===== src/rtl/ise_pixel_source.sv =====
`default_nettype none
// ============================================================================
// Module      : ise_pixel_source
// Description : Transmit side of the ISE pixel interface. Reads num_images
//               images pixel-by-pixel from a synchronous pixel memory and
//               streams them into the ISE core, honouring busy through a
//               2-entry fall-through skid buffer. It also counts the core's
//               out_valid result strobes and flags completion.
// Ports       : clk, reset (async, active-low)
//               start, num_images           - run control (0 images = 32)
//               mem_rd, mem_addr, mem_rdata - pixel memory (1-cycle latency)
//               busy, pixel_valid, pixel_in, image_in_index - ISE input side
//               out_valid, result_cnt       - ISE result strobes and count
//               active, done, overflow_err  - status
// Revision    : 1.0 - initial release
// ============================================================================
module ise_pixel_source #(
    parameter int PIX_PER_IMG = 16384,
    parameter int PIX_W       = 14,
    parameter int AW          = 19
) (
    input  logic          clk,
    input  logic          reset,
    input  logic          start,
    input  logic [4:0]    num_images,
    output logic          mem_rd,
    output logic [AW-1:0] mem_addr,
    input  logic [23:0]   mem_rdata,
    input  logic          busy,
    output logic          pixel_valid,
    output logic [23:0]   pixel_in,
    output logic [4:0]    image_in_index,
    input  logic          out_valid,
    output logic [5:0]    result_cnt,
    output logic          active,
    output logic          done,
    output logic          overflow_err
);

    localparam logic [2:0] c_ST_IDLE   = 3'd0;
    localparam logic [2:0] c_ST_PRIME  = 3'd1;
    localparam logic [2:0] c_ST_STREAM = 3'd2;
    localparam logic [2:0] c_ST_DRAIN  = 3'd3;
    localparam logic [2:0] c_ST_DONE   = 3'd4;

    localparam logic [PIX_W-1:0] c_PIX_LAST = PIX_W'(PIX_PER_IMG - 1);

    // Buffer entry: {image index, pixel data}
    localparam int c_ENT_W = 5 + 24;

    logic [2:0]         r_state;
    logic [2:0]         w_state_next;
    logic [PIX_W-1:0]   r_pix;
    logic [4:0]         r_img;
    logic [4:0]         r_last_img;
    logic [5:0]         r_n;
    logic               r_all_issued;
    logic               r_rd_q;
    logic [4:0]         r_rd_img;
    logic [1:0]         r_cnt;
    logic [c_ENT_W-1:0] r_ent0;
    logic [c_ENT_W-1:0] r_ent1;
    logic [5:0]         r_result_cnt;
    logic               r_done;
    logic               r_ovf;

    logic               w_start_ok;
    logic               w_consume;
    logic [2:0]         w_occ_after;
    logic               w_issue_state;
    logic               w_count_state;
    logic               w_mem_rd;
    logic               w_last_addr;
    logic               w_drained;
    logic               w_push;
    logic               w_pop;
    logic               w_buf_nonempty;
    logic [c_ENT_W-1:0] w_incoming;
    logic [c_ENT_W-1:0] w_head;

    assign w_start_ok     = start && ((r_state == c_ST_IDLE) || (r_state == c_ST_DONE));
    assign w_buf_nonempty = (r_cnt != 2'd0);

    // The word returning from memory this cycle is presented directly when the
    // buffer is empty, which gives pixel_valid two cycles after start.
    assign w_incoming  = {r_rd_img, mem_rdata};
    assign w_head      = w_buf_nonempty ? r_ent0 : w_incoming;
    assign pixel_valid = w_buf_nonempty || r_rd_q;
    assign w_consume   = pixel_valid && !busy;

    // Words held after this edge: buffered + arriving - leaving. Keeping it
    // below 2 before issuing guarantees the new read always has a slot.
    assign w_occ_after   = {1'b0, r_cnt} + {2'b00, r_rd_q} - {2'b00, w_consume};
    assign w_issue_state = (r_state == c_ST_PRIME) || (r_state == c_ST_STREAM);
    assign w_count_state = (r_state == c_ST_STREAM) || (r_state == c_ST_DRAIN) ||
                           (r_state == c_ST_DONE);
    assign w_mem_rd      = w_issue_state && !r_all_issued && (w_occ_after < 3'd2);
    assign w_last_addr   = w_mem_rd && (r_img == r_last_img) && (r_pix == c_PIX_LAST);
    assign w_drained     = (w_occ_after == 3'd0);

    // A word that is both arriving and consumed in the same cycle bypasses
    // the buffer entirely.
    assign w_push = r_rd_q && !(!w_buf_nonempty && w_consume);
    assign w_pop  = w_consume && w_buf_nonempty;

    assign mem_rd         = w_mem_rd;
    assign mem_addr       = w_mem_rd ? AW'({r_img, r_pix}) : '0;
    assign pixel_in       = pixel_valid ? w_head[23:0]  : 24'd0;
    assign image_in_index = pixel_valid ? w_head[28:24] : 5'd0;
    assign result_cnt     = r_result_cnt;
    assign active         = (r_state == c_ST_PRIME) || (r_state == c_ST_STREAM) ||
                            (r_state == c_ST_DRAIN);
    assign done           = r_done;
    assign overflow_err   = r_ovf;

    always_comb begin
        w_state_next = r_state;
        case (r_state)
            c_ST_IDLE: begin
                if (w_start_ok) w_state_next = c_ST_PRIME;
            end
            c_ST_PRIME: begin
                if (r_rd_q) begin
                    w_state_next = (r_all_issued || w_last_addr) ? c_ST_DRAIN : c_ST_STREAM;
                end
            end
            c_ST_STREAM: begin
                if (w_last_addr) w_state_next = c_ST_DRAIN;
            end
            c_ST_DRAIN: begin
                if (w_drained && (r_result_cnt == r_n)) w_state_next = c_ST_DONE;
            end
            c_ST_DONE: begin
                if (w_start_ok) w_state_next = c_ST_PRIME;
            end
            default: w_state_next = c_ST_IDLE;
        endcase
    end

    // Control, address generation and result accounting
    always_ff @(posedge clk or negedge reset) begin
        if (!reset) begin
            r_state      <= c_ST_IDLE;
            r_pix        <= '0;
            r_img        <= '0;
            r_last_img   <= '0;
            r_n          <= '0;
            r_all_issued <= 1'b0;
            r_rd_q       <= 1'b0;
            r_rd_img     <= '0;
            r_result_cnt <= '0;
            r_done       <= 1'b0;
            r_ovf        <= 1'b0;
        end else begin
            r_state <= w_state_next;
            r_rd_q  <= w_mem_rd;

            if (w_start_ok) begin
                r_pix        <= '0;
                r_img        <= '0;
                // 0 - 1 wraps to 31, matching the "0 means 32" encoding
                r_last_img   <= num_images - 5'd1;
                r_n          <= (num_images == 5'd0) ? 6'd32 : {1'b0, num_images};
                r_all_issued <= 1'b0;
            end else if (w_mem_rd) begin
                r_rd_img     <= r_img;
                r_all_issued <= r_all_issued || w_last_addr;
                if (r_pix == c_PIX_LAST) begin
                    r_pix <= '0;
                    r_img <= r_img + 5'd1;
                end else begin
                    r_pix <= r_pix + 1'b1;
                end
            end

            // start takes priority over a coincident out_valid in DONE
            if (w_start_ok) begin
                r_result_cnt <= '0;
                r_ovf        <= 1'b0;
            end else if (out_valid && w_count_state) begin
                if (r_result_cnt == r_n) begin
                    r_ovf <= 1'b1;
                end else begin
                    r_result_cnt <= r_result_cnt + 6'd1;
                end
            end

            if (w_start_ok) begin
                r_done <= 1'b0;
            end else if (r_state == c_ST_DONE) begin
                r_done <= 1'b1;
            end
        end
    end

    // Two-entry skid buffer; r_ent0 is always the head
    always_ff @(posedge clk or negedge reset) begin
        if (!reset) begin
            r_cnt  <= '0;
            r_ent0 <= '0;
            r_ent1 <= '0;
        end else begin
            case ({w_push, w_pop})
                2'b10: begin
                    if (r_cnt == 2'd0) r_ent0 <= w_incoming;
                    else               r_ent1 <= w_incoming;
                    r_cnt <= r_cnt + 2'd1;
                end
                2'b01: begin
                    r_ent0 <= r_ent1;
                    r_cnt  <= r_cnt - 2'd1;
                end
                2'b11: begin
                    if (r_cnt == 2'd1) begin
                        r_ent0 <= w_incoming;
                    end else begin
                        r_ent0 <= r_ent1;
                        r_ent1 <= w_incoming;
                    end
                end
                default: begin
                    r_cnt <= r_cnt;
                end
            endcase
        end
    end

endmodule
`default_nettype wire


===== config.mk =====
export PLATFORM = sky130hd
export DESIGN_NAME = ise_pixel_source
export DESIGN_NICKNAME = d
export VERILOG_FILES = /design/src/rtl/ise_pixel_source.sv
export SDC_FILE = /design/constraint.sdc
export NUM_CORES = 1
export LEC_CHECK = 0
export CORE_ASPECT_RATIO = 1.5
export CORE_MARGIN = 4
export CORE_UTILIZATION = 44
export DETAILED_ROUTE_END_ITERATION = 6
export HOLD_SLACK_MARGIN = 0.02
export PLACE_DENSITY = 0.68
export SLEW_MARGIN = 10
export SYNTH_ARGS = -nofsm -noshare
export SYNTH_HDL_FRONTEND = slang
export SYNTH_SLANG_ARGS = --single-unit

===== constraint.sdc =====
create_clock -name clk -period 5.3 [get_ports clk]
set_input_delay 0.53 -clock clk [delete_from_list [all_inputs] [get_ports clk]]
set_output_delay 0.53 -clock clk [all_outputs]
set_load 0.02 [all_outputs]

==> run_summary.xml, run 1 <==
<?xml version="1.0" encoding="UTF-8"?>
<metrics>
  <group name="outcome">
    <metric name="run_status" unit="">finished clean</metric>
  </group>
  <group name="timing">
    <metric name="worst_slew_margin_rel" unit="%">24.21</metric>
    <metric name="fin_skew" unit="ns">0.005350</metric>
    <metric name="period_needed" unit="ns">4.707</metric>
    <metric name="slew_at_the_pin_closest_to_its_max_slew_limit" unit="ns">1.137</metric>
    <metric name="post-route-period-util" unit="%">88.82</metric>
    <metric name="max_freq" unit="GHz">0.2124</metric>
    <metric name="rsz0062_at_grt" unit="">no</metric>
    <metric name="count_of_endpoints_failing_hold_in_the_final_timing_report" unit="">0</metric>
    <metric name="setup-tns-final" unit="ns">0</metric>
    <metric name="setup-violations-final" unit="">0</metric>
    <metric name="timing_max_transition_violations_final" unit="">0</metric>
  </group>
  <group name="routing">
    <metric name="detailedRoute.firstIterationViolations" unit="">163</metric>
    <metric name="drc_errors" unit="">0</metric>
    <metric name="drt_first_pass_iters" unit="">4</metric>
    <metric name="vias_per_cell" unit="">5.372</metric>
    <metric name="detail_routed_net_length_per_standard_cell" unit="um">15.29</metric>
    <metric name="finalWirelength" unit="mm">12.69</metric>
    <metric name="dr_total_vias" unit="">4459</metric>
    <metric name="drtAntennaViolNets" unit="">0</metric>
  </group>
  <group name="worst_setup_path">
    <metric name="number_of_buffer_and_inverter_instances_along_the_worst_setup_path" unit="">5</metric>
    <metric name="worst_setup_path_end_kind" unit="">primary output</metric>
    <metric name="critical_path_most_common_cell" unit="">sky130_fd_sc_hd__inv_1</metric>
    <metric name="slowest_stage" unit="">sky130_fd_sc_hd__clkdlybuf4s50_1</metric>
    <metric name="worst-endpoint-required" unit="ns">4.77</metric>
    <metric name="crit_cells" unit="">12</metric>
    <metric name="critical_path_arrival" unit="ns">4.18</metric>
    <metric name="critical-path-max-stage-delay" unit="ns">0.75</metric>
    <metric name="timing.critical_path.from" unit="">busy</metric>
    <metric name="worstPathCellList" unit="">clkdlybuf4s50_1 &gt; a21oi_1 &gt; ha_1 &gt; inv_1 &gt; ha_1 &gt; inv_1 &gt; fa_1 &gt; xnor2_1 &gt; nand4_4 &gt; inv_1 &gt; and2_1 &gt; clkdlybuf4s50_1</metric>
    <metric name="rr_startpoint" unit="">r_rd_q</metric>
    <metric name="worst-setup-path-type" unit="">in -&gt; out</metric>
    <metric name="timing.critical_path.max_delay_family" unit="">buffers and inverters</metric>
    <metric name="ff2ff_setup_slack" unit="ns">1.99</metric>
    <metric name="reg2regPathDepth" unit="">12</metric>
    <metric name="startpoint_type" unit="">primary input</metric>
    <metric name="cp_max_fo" unit="">25</metric>
  </group>
  <group name="placed_design">
    <metric name="buffer_ports.inserted" unit="">92</metric>
    <metric name="place_congestion" unit="">0.7820</metric>
    <metric name="dp_hpwl" unit="mm">8.651</metric>
    <metric name="placedCellCount" unit="">814</metric>
  </group>
  <group name="layout">
    <metric name="area_growth" unit="%">24.86</metric>
    <metric name="nets" unit="">712</metric>
    <metric name="fillers" unit="">1103</metric>
    <metric name="insertedDiodeCount" unit="">0</metric>
    <metric name="drive_above_1_share" unit="%">11.42</metric>
    <metric name="finish.cell_count_without_fillers" unit="">830</metric>
    <metric name="final_core_util" unit="%">56.40</metric>
  </group>
  <group name="clock_network">
    <metric name="clock_transition_at_the_registers_of_the_reported_paths" unit="ns">0.07</metric>
    <metric name="clock_insertion_delay_worst_skew" unit="ns">0.34</metric>
    <metric name="num_cts_buffers" unit="">9</metric>
    <metric name="htree_levels" unit="">3</metric>
    <metric name="clock_tree_from_tritoncts" unit="">yes</metric>
    <metric name="clk_root_buffer_cell" unit="">sky130_fd_sc_hd__clkbuf_16</metric>
    <metric name="max-clock-path-buffers" unit="">2</metric>
    <metric name="sinks_on_the_clock_net" unit="">108</metric>
    <metric name="cts_post_setup_buffers_inserted" unit="">0</metric>
    <metric name="cts.hold.buffers_added" unit="">0</metric>
    <metric name="cts_repair_resize_count" unit="">0</metric>
  </group>
  <group name="yosys">
    <metric name="synthesis.area_per_instance" unit="um^2">9.563</metric>
    <metric name="synth_edf_count" unit="">0</metric>
    <metric name="synth_async_sr_flop_share" unit="%">100.0</metric>
    <metric name="synthDominantAreaCellType" unit="">sky130_fd_sc_hd__dfrtp_1</metric>
    <metric name="syn_area" unit="mm^2">0.005652</metric>
    <metric name="synthTopCellsByCount" unit="">sky130_fd_sc_hd__dfrtp_1 (108), sky130_fd_sc_hd__nand2_1 (70), sky130_fd_sc_hd__inv_1 (47)</metric>
    <metric name="syn_nets" unit="">634</metric>
    <metric name="post_synth_main_area_contributors" unit="">sky130_fd_sc_hd__dfrtp_1 (48%), sky130_fd_sc_hd__mux2i_1 (6.7%), sky130_fd_sc_hd__mux2_2 (5.8%)</metric>
    <metric name="synthMostInstantiatedCell" unit="">sky130_fd_sc_hd__dfrtp_1</metric>
    <metric name="synth-main-ff-cell" unit="">sky130_fd_sc_hd__dfrtp_1</metric>
    <metric name="post_syn_instances" unit="">591</metric>
    <metric name="synth_cell_types" unit="">51</metric>
    <metric name="synth_sequential_area_ratio" unit="%">47.82</metric>
    <metric name="ys_warn_count" unit="">0</metric>
    <metric name="yosys_register_bits" unit="">108</metric>
    <metric name="area_share_of_the_leading_cell_type_in_the_synthesized_netlist" unit="%">47.82</metric>
  </group>
  <group name="power">
    <metric name="power-per-cell-area" unit="mW/mm^2">551.4</metric>
    <metric name="worst_ir_drop_vdd" unit="mV">0.3092</metric>
    <metric name="leak" unit="uW">0.003094</metric>
  </group>
  <group name="floorplanning">
    <metric name="fp-row-count" unit="">50</metric>
    <metric name="die-height" unit="um">146.8</metric>
    <metric name="die_x" unit="um">100.5</metric>
    <metric name="start_util" unit="%">45.17</metric>
    <metric name="die_area" unit="mm^2">0.01476</metric>
    <metric name="fp.coreArea" unit="mm^2">0.01251</metric>
    <metric name="io-pin-count" unit="">93</metric>
  </group>
  <group name="min_path">
    <metric name="timing.hold.worst.class" unit="">in -&gt; async</metric>
  </group>
  <group name="job">
    <metric name="number_of_max_cap_violations" unit="">0</metric>
  </group>
  <group name="grt">
    <metric name="overflow_left_after_global_routing" unit="">0</metric>
    <metric name="grt_pass1_vias" unit="">4654</metric>
    <metric name="grt_start_max_net_pins" unit="">67</metric>
    <metric name="wire_length_of_the_first_global_routing_pass" unit="mm">22.05</metric>
    <metric name="globalRouteTotalUtil" unit="%">18.21</metric>
    <metric name="number_of_antenna_violations_at_the_first_check_in_global_routing" unit="">0</metric>
  </group>
</metrics>
[power breakdown]
| part | internal, uW | total, uW | switching, uW |
|---|---|---|---|
| combinational | 805 | 1810 | 1010 |
| clock | 460 | 761 | 301 |
| sequential | 1120 | 1320 | 204 |
| total | 2380 | 3890 | 1510 |
[routing by layer]
metal | routed length (um) | track usage (%) | up-vias | part of all wire (%)
li1 | - | - | 2167 | -
met1 | 5649 | 23.90 | 2184 | 45
met2 | 6347 | 30.78 | 95 | 50
met3 | 544 | 2.708 | 13 | 4.3
met4 | 153 | 5.732 | 0 | 1.2
met5 | 0 | 0 | - | 0
[state kept, by name (all words and copies together), names as in the netlist, 2 cells and up]
signal / cells
r_cnt: 2
r_ent0: 29
r_ent1: 29
r_img: 5
r_last_img: 5
r_n: 6
r_pix: 14
r_rd_img: 5
r_state: 3
result_cnt: 6
[worst paths after layout]
kind / to
worst min-delay path: r_ent0[10]
worst max-delay path: mem_addr[14]
worst max register to register: r_pix[13]
max in group asynchronous: r_last_img[1]
worst min register to register: r_n[0]
min in group clk: r_n[0]
[layout make-up]
type                            count  area [um^2]  area share (%)
Clock buffer                        9        225.2           3.191
Clock inverter                      7        115.1           1.631
Inverter                           47        176.4           2.500
Multi-Input combinational cell    403         2664           37.75
Sequential cell                   108         2703           38.30
Tap cell                          156        195.2           2.766
Timing Repair Buffer              100        978.4           13.87
[per-stage QoR]
stage	setup slack [ns]	hold WS, ns	area (um^2)	total power (uW)
finish	0.5926	0.2964	7057	3891
global route	0.2389	0.3679	7057	4191
CTS	0.6016	0.3299	7057	3941
detailed placement	0.6219	0.4893	6716	3172
global placement	0.7371	0.4797	6716	3103
floorplan	1.317	0.2344	5652	2479
[layout by cell type, fill, tap and decap left out, types with 2 or more instances in the layout]
cell type,synthesis,final
sky130_fd_sc_hd__o2111ai_1,2,2
sky130_fd_sc_hd__o22ai_1,3,3
sky130_fd_sc_hd__xor2_1,7,7
sky130_fd_sc_hd__o21ai_0,46,46
sky130_fd_sc_hd__ha_1,8,8
sky130_fd_sc_hd__bufinv_16,0,3
sky130_fd_sc_hd__nand2b_1,2,2
sky130_fd_sc_hd__nand3_1,13,13
sky130_fd_sc_hd__or3_2,2,2
sky130_fd_sc_hd__a21oi_1,46,46
sky130_fd_sc_hd__clkinvlp_4,0,2
sky130_fd_sc_hd__nand2_1,70,70
sky130_fd_sc_hd__xnor2_1,11,11
sky130_fd_sc_hd__inv_1,47,47
sky130_fd_sc_hd__or3_1,7,7
sky130_fd_sc_hd__a211oi_4,0,2
sky130_fd_sc_hd__clkdlybuf4s50_1,0,91
sky130_fd_sc_hd__nor4_1,3,3
sky130_fd_sc_hd__clkinv_2,0,2
sky130_fd_sc_hd__nand4_4,2,2
sky130_fd_sc_hd__and4_1,2,2
sky130_fd_sc_hd__and2_1,15,15
sky130_fd_sc_hd__or2_2,7,7
sky130_fd_sc_hd__o211ai_1,3,3
sky130_fd_sc_hd__nand4_1,4,4
sky130_fd_sc_hd__mux2i_1,38,38
sky130_fd_sc_hd__a21o_1,5,5
sky130_fd_sc_hd__a211oi_1,5,3
sky130_fd_sc_hd__o21a_1,2,2
sky130_fd_sc_hd__nor3_1,5,5
sky130_fd_sc_hd__dfrtp_1,108,108
sky130_fd_sc_hd__nor2b_1,2,2
sky130_fd_sc_hd__clkbuf_16,0,9
sky130_fd_sc_hd__mux2_2,29,29
sky130_fd_sc_hd__o31ai_1,2,2
sky130_fd_sc_hd__nor2_1,42,42
sky130_fd_sc_hd__a31oi_1,2,2
sky130_fd_sc_hd__buf_4,2,9
sky130_fd_sc_hd__or4_1,2,2
[logic make-up (layout without fill, tap and decap cells)]
| group | count (synthesis) | count (layout) | synth area share (%) |
|---|---|---|---|
| and+or+nand+nor | 184 | 184 | 16.25 |
| AOI/OAI and AO/OA | 125 | 125 | 12.73 |
| DFF | 108 | 108 | 47.82 |
| buffers and inverters | 80 | 163 | 5.778 |
| muxes | 67 | 67 | 12.51 |
| xor gates and xnor gates | 18 | 18 | 2.789 |
| adders and majority gates | 9 | 9 | 2.125 |
No activity file was read; power rests on OpenSTA's default activity.
==> run 2, diff against run 1 <==
--- a/config.mk
+++ b/config.mk
@@ -5,7 +5,6 @@
 export SDC_FILE = /design/constraint.sdc
 export NUM_CORES = 1
 export LEC_CHECK = 0
-export CORE_ASPECT_RATIO = 1.5
 export CORE_MARGIN = 4
 export CORE_UTILIZATION = 44
 export DETAILED_ROUTE_END_ITERATION = 6
==> run 2 against run 1 <==
Compared with the run above: design area is essentially flat; sequential power about the same; hold slack got worse by 0.057 ns; first-iteration DRC count rose by 33%; combinational power about the same; largest power group unchanged; utilization fell by 0.49 points; register-to-register slack improved by 0.07 ns; sequential share of layout area is essentially flat; critical path depth unchanged; clock-buffer cell count rose by 3.
==> run_summary.xml, run 2 (synthesis results as in run 1) <==
<?xml version="1.0" encoding="UTF-8"?>
<metrics>
  <group name="routing">
    <metric name="detail_routed_net_length_per_standard_cell" unit="um">14.92</metric>
    <metric name="finalWirelength" unit="mm">12.62</metric>
    <metric name="drc_errors" unit="">0</metric>
    <metric name="dr_total_vias" unit="">4414</metric>
    <metric name="vias_per_cell" unit="">5.217</metric>
    <metric name="drtAntennaViolNets" unit="">0</metric>
    <metric name="detailedRoute.firstIterationViolations" unit="">217</metric>
    <metric name="drt_first_pass_iters" unit="">5</metric>
  </group>
  <group name="placed_design">
    <metric name="dp_hpwl" unit="mm">8.705</metric>
    <metric name="buffer_ports.inserted" unit="">92</metric>
    <metric name="place_congestion" unit="">0.7962</metric>
  </group>
  <group name="worst_setup_path">
    <metric name="slowest_stage" unit="">sky130_fd_sc_hd__clkdlybuf4s50_1</metric>
    <metric name="worst-endpoint-required" unit="ns">4.77</metric>
    <metric name="critical-path-max-stage-delay" unit="ns">0.76</metric>
    <metric name="rr_startpoint" unit="">r_cnt[1]</metric>
    <metric name="reg2regPathDepth" unit="">13</metric>
    <metric name="critical_path_most_common_cell" unit="">sky130_fd_sc_hd__inv_1</metric>
    <metric name="startpoint_type" unit="">primary input</metric>
    <metric name="ff2ff_setup_slack" unit="ns">2.06</metric>
    <metric name="critical_path_arrival" unit="ns">4.12</metric>
    <metric name="cp_max_fo" unit="">25</metric>
    <metric name="r2r_end" unit="">r_pix[13]</metric>
    <metric name="worst-setup-path-type" unit="">in -&gt; out</metric>
    <metric name="worstPathCellList" unit="">clkdlybuf4s50_1 &gt; a21oi_1 &gt; ha_1 &gt; inv_1 &gt; ha_1 &gt; inv_1 &gt; fa_1 &gt; xnor2_1 &gt; nand4_4 &gt; inv_1 &gt; and2_1 &gt; clkdlybuf4s50_1</metric>
    <metric name="worst_setup_path_end_kind" unit="">primary output</metric>
  </group>
  <group name="clock_network">
    <metric name="cts.hold.buffers_added" unit="">0</metric>
    <metric name="sinks_on_the_clock_net" unit="">108</metric>
    <metric name="max-clock-path-buffers" unit="">2</metric>
    <metric name="htree_levels" unit="">3</metric>
    <metric name="clock_insertion_delay_worst_skew" unit="ns">0.35</metric>
    <metric name="num_cts_buffers" unit="">9</metric>
    <metric name="cts_post_setup_buffers_inserted" unit="">0</metric>
    <metric name="cts_repair_resize_count" unit="">0</metric>
    <metric name="clk_root_buffer_cell" unit="">sky130_fd_sc_hd__clkbuf_16</metric>
    <metric name="clock_tree_from_tritoncts" unit="">yes</metric>
    <metric name="clock_transition_at_the_registers_of_the_reported_paths" unit="ns">0.07</metric>
  </group>
  <group name="layout">
    <metric name="multiInputGateArea" unit="mm^2">0.002664</metric>
    <metric name="drive_above_1_share" unit="%">11.13</metric>
    <metric name="final_common_cell" unit="">sky130_fd_sc_hd__dfrtp_1</metric>
    <metric name="final_core_util" unit="%">55.91</metric>
    <metric name="register_area" unit="mm^2">0.002703</metric>
    <metric name="fillers" unit="">1163</metric>
    <metric name="insertedDiodeCount" unit="">0</metric>
    <metric name="most-common-layout-cells" unit="">sky130_fd_sc_hd__dfrtp_1 (108), sky130_fd_sc_hd__clkdlybuf4s50_1 (91), sky130_fd_sc_hd__nand2_1 (70)</metric>
    <metric name="area_growth" unit="%">24.84</metric>
    <metric name="nets" unit="">712</metric>
    <metric name="top_regs" unit="">r_ent0 (29), r_ent1 (29), r_pix (14)</metric>
  </group>
  <group name="floorplanning">
    <metric name="fp-row-count" unit="">41</metric>
    <metric name="start_util" unit="%">44.78</metric>
    <metric name="die_x" unit="um">121.3</metric>
    <metric name="io-pin-count" unit="">93</metric>
    <metric name="fp.coreArea" unit="mm^2">0.01262</metric>
    <metric name="die-height" unit="um">121.3</metric>
    <metric name="die_area" unit="mm^2">0.01472</metric>
  </group>
  <group name="timing">
    <metric name="max_freq" unit="GHz">0.2152</metric>
    <metric name="post-route-period-util" unit="%">87.68</metric>
    <metric name="setup-tns-final" unit="ns">0</metric>
    <metric name="worst_slew_margin_rel" unit="%">24.20</metric>
    <metric name="timing_max_transition_violations_final" unit="">0</metric>
    <metric name="slew_at_the_pin_closest_to_its_max_slew_limit" unit="ns">1.137</metric>
    <metric name="setup-violations-final" unit="">0</metric>
    <metric name="timing.hold.ws" unit="ns">0.2390</metric>
    <metric name="period_needed" unit="ns">4.647</metric>
    <metric name="fin_skew" unit="ns">0.007410</metric>
    <metric name="count_of_endpoints_failing_hold_in_the_final_timing_report" unit="">0</metric>
    <metric name="rsz0062_at_grt" unit="">no</metric>
  </group>
  <group name="power">
    <metric name="worst_ir_drop_vdd" unit="mV">0.2180</metric>
    <metric name="power-per-cell-area" unit="mW/mm^2">546.7</metric>
    <metric name="leak" unit="uW">0.003085</metric>
  </group>
  <group name="grt">
    <metric name="grt_pass1_vias" unit="">4426</metric>
    <metric name="grt_start_max_net_pins" unit="">60</metric>
    <metric name="wire_length_of_the_first_global_routing_pass" unit="mm">21.13</metric>
    <metric name="globalRouteTotalUtil" unit="%">17.75</metric>
    <metric name="number_of_antenna_violations_at_the_first_check_in_global_routing" unit="">0</metric>
    <metric name="overflow_left_after_global_routing" unit="">0</metric>
  </group>
  <group name="job">
    <metric name="number_of_max_cap_violations" unit="">0</metric>
  </group>
  <group name="min_path">
    <metric name="timing.hold.worst.class" unit="">in -&gt; async</metric>
  </group>
  <group name="outcome">
    <metric name="run_status" unit="">finished clean</metric>
  </group>
</metrics>
-- run 2: final cells by class --
type / instances / area share (%)
well taps: 172 / 3.050
repair buffers: 100 / 13.87
clock buffers: 12 / 3.494
inverters: 47 / 2.500
flip-flops and latches: 108 / 38.30
clock inverters: 4 / 1.029
multi-input cells: 403 / 37.75
-- run 2: worst max path at each step --
stage / slack, ns / from / endpoint
after global placement: 0.73 / busy / mem_addr[14]
after floorplan: 1.32 / r_cnt[1] / mem_addr[10]
after CTS: 0.61 / busy / mem_addr[16]
after detailed placement: 0.64 / busy / mem_addr[16]
after global routing: 0.37 / busy / mem_addr[16]
final: 0.65 / busy / mem_addr[16]
-- run 2: through the flow --
stage | instance area [um^2] | worst slack, ns | total power [uW] | std cells
2_1_floorplan | 5652 | 1.317 | 2479 | 591
3_3_place_gp | 6736 | 0.7329 | 3107 | 830
3_5_place_dp | 6736 | 0.6380 | 3175 | 830
4_1_cts | 7056 | 0.6106 | 3907 | 846
5_1_grt | 7056 | 0.3730 | 4137 | 846
6_report | 7056 | 0.6530 | 3857 | 846
-- run 2: routing by layer --
layer | routed length [um] | vias up | GRT usage, %
met5 | 0 | - | 0
met4 | 184 | 0 | 5.882
met3 | 666 | 16 | 3.730
met2 | 5970 | 116 | 28.88
met1 | 5797 | 2112 | 23.68
li1 | - | 2170 | -
-- run 2: power by group --
part / switching, uW / total [uW] / internal (uW)
clock: 292 / 718 / 427
sequential: 202 / 1320 / 1120
combinational: 1010 / 1820 / 805
total: 1510 / 3860 / 2350
-- run 2: critical path: cells and delay by family --
family	cells	cell delay, ns
AOI/OAI and AO/OA	1	0.08
and+or+nand+nor	2	0.38
adders and majority gates	3	0.79
xor gates and xnor gates	1	0.36
buffers and inverters	5	1.95
==> patch 1 (settings of run 1) <==
Reset style: synchronous (`reset`), changed in 2 clocked blocks. Comments in the files are not updated.
--- a/src/rtl/ise_pixel_source.sv
+++ b/src/rtl/ise_pixel_source.sv
@@ -138,7 +138,7 @@
     end
 
     // Control, address generation and result accounting
-    always_ff @(posedge clk or negedge reset) begin
+    always_ff @(posedge clk) begin
         if (!reset) begin
             r_state      <= c_ST_IDLE;
             r_pix        <= '0;
@@ -194,7 +194,7 @@
     end
 
     // Two-entry skid buffer; r_ent0 is always the head
-    always_ff @(posedge clk or negedge reset) begin
+    always_ff @(posedge clk) begin
         if (!reset) begin
             r_cnt  <= '0;
             r_ent0 <= '0;
Behaviour: differs if reset is asserted again (counterexample within 4 cycles, from zero or initial values and one cycle with reset low); with reset held inactive, the same outputs for 4 cycles.
==> patch 1 against run 1 <==
  * Design area shrank 6.0%
  * Total power shrank 37%
  * Wire length grew 1.9%
  * Clock skew is essentially flat
  * Die area shrank 4.2%
  * Sequential cell count is the same
  * Synthesized area shrank 4.4%
  * Worst setup slack gained 0.32 ns
  * First-iteration DRC count grew 16%
  * Critical endpoint unchanged
  * Highest routed layer unchanged
==> patch 1: results (changes against run 1) <==
\begin{tabular}{lr}
\hline
Metric & Value \\
\hline
\multicolumn{2}{l}{\textbf{GRT}} \\
\quad Total global-route track usage & 18.6\% (+0.37 points) \\
\quad Largest net degree at the start of global routing & 83 (+24\%) \\
\multicolumn{2}{l}{\textbf{Placement}} \\
\quad Routability congestion estimate & 0.785 (+0.33\%) \\
\quad Placed wire-length estimate & 8.97 mm (+3.7\%) \\
\quad Post-Place Cell Area & 6360 sq um (-5.2\%) \\
\quad Count of placed standard cells including taps & 874 (+7.4\%) \\
\quad Worst slack, placed & 0.908 ns (+0.286 ns) \\
\multicolumn{2}{l}{\textbf{Finish}} \\
\quad Filler instances & 1,153 (+4.5\%) \\
\quad Number of nets in the finished design & 774 (+8.7\%) \\
\quad Fraction of layout instances using a drive strength above 1 & 4.88\% (-6.5 points) \\
\quad Area of combinational cells with multiple inputs & 2880 sq um (+8.0\%) \\
\quad Cell Count, Final, Fillers Out & 890 (+7.2\%) \\
\multicolumn{2}{l}{\textbf{Power and ir drop}} \\
\quad Share of total power in combinational logic & 37.3\% (-9.2 points) \\
\quad Clock Power & 613 uW (-19\%) \\
\quad Combinational power & 911 uW (-50\%) \\
\multicolumn{2}{l}{\textbf{Critical path}} \\
\quad Critical path fanouts, max & 33 (+32\%) \\
\quad R2R cell count & 14 (+2) \\
\quad Worst reg-to-reg setup slack & 2.01 ns (+0.02 ns) \\
\quad Endpoint arrival time on the critical path & 3.86 ns (-0.32 ns) \\
\multicolumn{2}{l}{\textbf{Logic synthesis}} \\
\quad Number of distinct standard cells referenced by the synthesized netlist & 52 (+2.0\%) \\
\multicolumn{2}{l}{\textbf{Routing}} \\
\quad Detailed router's first-iteration violation count & 189 (+16\%) \\
\quad WL/cell & 14.5 microns (-5.0\%) \\
\quad Vias after detailed routing & 4,718 (+5.8\%) \\
\quad Number of detailed-routing iterations run before antenna repair & 5 (+1) \\
\multicolumn{2}{l}{\textbf{Hold path}} \\
\quad Hold Crit Class & reg -> reg \\
\multicolumn{2}{l}{\textbf{STA}} \\
\quad Slew @ Worst Pin & 1.13 ns (-0.00893 ns) \\
\multicolumn{2}{l}{\textbf{Outcome}} \\
\quad Run status & finished, final reports clean \\
\hline
\end{tabular}
-- patch 1: changes by cell type after synthesis, moves of 27 or more --
cell and change:
sky130_fd_sc_hd__dfrtp_1 -108, sky130_fd_sc_hd__dfxtp_1 +108, sky130_fd_sc_hd__nand3_1 +36, sky130_fd_sc_hd__a21boi_0 +33, sky130_fd_sc_hd__mux2i_1 -33, sky130_fd_sc_hd__mux2_2 -29, sky130_fd_sc_hd__nor2b_1 +29, sky130_fd_sc_hd__a21oi_1 -27
-- patch 1: logic make-up after synthesis --
group	Yosys count	synth area share, %
xor gates and xnor gates	35	5.68
adders and majority gates	8	1.99
AOI/OAI and AO/OA	141	18.5
muxes	5	0.927
and+or+nand+nor	281	26.0
buffers and inverters	90	6.86
DFF	108	40.0
-- patch 1: area by class of cell --
| cell class | count | area share [%] |
|---|---|---|
| clock buffer | 11 | 3.51 |
| clock inverter | 5 | 0.566 |
| inverter | 44 | 2.49 |
| multi-input combinational | 470 | 43.4 |
| sequential | 108 | 32.6 |
| tap | 153 | 2.89 |
| timing repair buffer | 99 | 14.6 |
-- patch 1: per-layer routing --
layer / wire length, microns / part of all wire, % / vias to the layer above / track usage (%)
met5: 0 / 0 / - / 0
met4: 305 / 2.4 / 0 / 7.63
met3: 599 / 4.6 / 24 / 3.25
met2: 6550 / 51 / 113 / 33.8
met1: 5480 / 42 / 2166 / 21.5
li1: - / - / 2415 / -
-- patch 1: worst max-delay path by stage --
stage,startpoint,end,slack [ns],cells after the start
after floorplan,r_cnt[1],mem_addr[10],1.74,15
after global placement,busy,mem_addr[15],1.08,11
after detailed placement,busy,mem_addr[13],0.91,11
after CTS,r_cnt[1],mem_addr[14],0.87,13
after global routing,r_cnt[1],mem_addr[17],0.59,13
final,busy,mem_addr[14],0.91,11
==> patch 2 (config.mk and constraints of run 1) <==
Made on the original files. Change the parameter `PIX_PER_IMG` from 16384 to 12288.
--- a/src/rtl/ise_pixel_source.sv
+++ b/src/rtl/ise_pixel_source.sv
@@ -15,7 +15,7 @@
 // Revision    : 1.0 - initial release
 // ============================================================================
 module ise_pixel_source #(
-    parameter int PIX_PER_IMG = 16384,
+    parameter int PIX_PER_IMG = 12288,
     parameter int PIX_W       = 14,
     parameter int AW          = 19
 ) (
Check against the original RTL: same outputs for any inputs over 4 cycles, from zero or initial values and one cycle with reset low; that may be too few to reach the edited logic, so the function may still have changed.
==> patch 2 against run 1 <==
  * Worst setup slack improved by 0.051 ns
  * Total power rose by 0.74%
  * Sequential cell count did not move
  * Maximum frequency rose by 1.1%
  * Wire length fell by 1.4%
  * Design area fell by 0.69%
  * Synthesized area rose by 0.15%
  * Synthesized cell count fell by 0.51%
  * Non-clock buffer count fell by 1
  * First-iteration DRC count fell by 33%
  * Critical endpoint is now mem_addr[17]
  * Largest power group unchanged
==> patch 2: results (changes against run 1) <==
\begin{tabular}{lr}
\hline
Metric & Value \\
\hline
\multicolumn{2}{l}{\textbf{Outcome}} \\
\quad Run status & finished, final reports clean \\
\multicolumn{2}{l}{\textbf{STA}} \\
\quad Worst clock skew & 0.00793 ns (+0.00258 ns) \\
\quad Worst relative slew slack & 37.2\% (+13 points) \\
\multicolumn{2}{l}{\textbf{Placement}} \\
\quad Routability congestion estimate & 0.798 (+2.0\%) \\
\quad Count of placed standard cells including taps & 812 (-0.25\%) \\
\quad Post-Place Cell Area & 6710 sq um (-0.11\%) \\
\quad Placed wire-length estimate & 8.67 mm (+0.24\%) \\
\multicolumn{2}{l}{\textbf{Routing}} \\
\quad Number of detailed-routing iterations run before antenna repair & 6 (+2) \\
\quad WL/cell & 15.1 microns (-0.96\%) \\
\quad Vias after detailed routing & 4,388 (-1.6\%) \\
\quad Detailed router's first-iteration violation count & 110 (-33\%) \\
\multicolumn{2}{l}{\textbf{GRT}} \\
\quad First-pass GRT wire length & 22.1 mm (about the same) \\
\quad Total global-route track usage & 18.2\% (-0.048 points) \\
\quad Number of global-route vias before repair & 4,589 (-1.4\%) \\
\quad Largest net degree at the start of global routing & 78 (+16\%) \\
\multicolumn{2}{l}{\textbf{Logic synthesis}} \\
\quad Commonest cells in the synthesized netlist & 108 x sky130\_fd\_sc\_hd\_\_dfrtp\_1, 66 x sky130\_fd\_sc\_hd\_\_nand2\_1, 60 x sky130\_fd\_sc\_hd\_\_nor2\_1, 44 x sky130\_fd\_sc\_hd\_\_o21ai\_0, 42 x sky130\_fd\_sc\_hd\_\_inv\_1 \\
\quad Average instance area after synthesis & 9.63 sq um (+0.67\%) \\
\quad Post-synthesis sequential area ratio & 47.7\% (-0.074 points) \\
\quad Largest cells by area after synthesis & sky130\_fd\_sc\_hd\_\_dfrtp\_1 48\%, sky130\_fd\_sc\_hd\_\_mux2\_2 5.8\%, sky130\_fd\_sc\_hd\_\_mux2i\_1 5.5\% \\
\multicolumn{2}{l}{\textbf{Finish}} \\
\quad Fraction of layout instances using a drive strength above 1 & 9.85\% (-1.6 points) \\
\quad Filler instances & 1,168 (+5.9\%) \\
\quad Number of nets in the finished design & 710 (-0.28\%) \\
\quad Cell Count, Final, Fillers Out & 826 (-0.48\%) \\
\multicolumn{2}{l}{\textbf{Power and ir drop}} \\
\quad Total leakage power & 3.12 nW (+0.83\%) \\
\multicolumn{2}{l}{\textbf{Critical path}} \\
\quad Endpoint arrival time on the critical path & 4.13 ns (-0.05 ns) \\
\quad R2R cell count & 14 (+2) \\
\hline
\end{tabular}
[patch 2: changes by cell type after synthesis, sizes merged, moves of 4 or more]
cell / change
mux2i: -7
nor2: +18
xor2: +6
nand2: -4
and2: +4
or3: -5
a21oi: -6
or2: -7
inv: -4
xnor2: +6
and3: +6
clkbuf: -4
[patch 2: worst paths after layout]
check	startpoint	slack [ns]	end
hold / removal	reset	0.33	r_ent0[3]
min in group clk	r_n[0]	0.50	r_n[0]
hold reg to reg	r_n[0]	0.50	r_n[0]
max in group asynchronous	reset	3.96	r_img[2]
setup / recovery	busy	0.64	mem_addr[17]
setup reg to reg	r_cnt[1]	1.72	r_pix[13]
[patch 2: metal layers]
| layer | wire length [microns] | part of all wire, % | GRT usage [%] | vias to the layer above |
|---|---|---|---|---|
| li1 | - | - | - | 2138 |
| met1 | 5530 | 44 | 22.9 | 2143 |
| met2 | 6310 | 50 | 31.2 | 99 |
| met3 | 534 | 4.3 | 3.42 | 8 |
| met4 | 135 | 1.1 | 5.66 | 0 |
| met5 | 0 | 0 | 0 | - |
[patch 2: worst register-to-register path, stage by stage (launching register included)]
cell and delay, ns:
sky130_fd_sc_hd__dfrtp_1 0.48, sky130_fd_sc_hd__inv_1 0.10, sky130_fd_sc_hd__ha_1 0.21, sky130_fd_sc_hd__a21oi_1 0.16, sky130_fd_sc_hd__ha_1 0.25, sky130_fd_sc_hd__inv_1 0.06, sky130_fd_sc_hd__ha_1 0.12, sky130_fd_sc_hd__inv_1 0.04
sky130_fd_sc_hd__fa_1 0.40, sky130_fd_sc_hd__xnor2_2 0.32, sky130_fd_sc_hd__nand4_4 0.27, sky130_fd_sc_hd__inv_2 0.40, sky130_fd_sc_hd__nand3_2 0.22, sky130_fd_sc_hd__or3_1 0.39, sky130_fd_sc_hd__o21ai_0 0.07
[patch 2: final cells by class]
type,count,area (sq um),share of cell area [%]
Inverter,43,161,2.30
Clock buffer,11,253,3.61
Clock inverter,3,46.3,0.661
Timing Repair Buffer,99,971,13.9
Tap cell,156,195,2.79
Multi-Input combinational cell,406,2680,38.2
Sequential cell,108,2700,38.6
[patch 2: power by group]
group	total [mW]	internal, mW	switching [mW]
sequential	1.35	1.13	0.222
clock	0.677	0.389	0.289
combinational	1.89	0.828	1.07
[patch 2: logic make-up (layout without fill, tap and decap cells)]
kind of cell / after synthesis / count (layout) / synth area share (%)
AOI/OAI and AO/OA: 112 / 112 / 11.6
xor gates and xnor gates: 30 / 30 / 4.91
adders and majority gates: 9 / 9 / 2.12
buffers and inverters: 74 / 156 / 5.57
DFF: 108 / 108 / 47.7
muxes: 60 / 60 / 11.3
and+or+nand+nor: 195 / 195 / 16.8
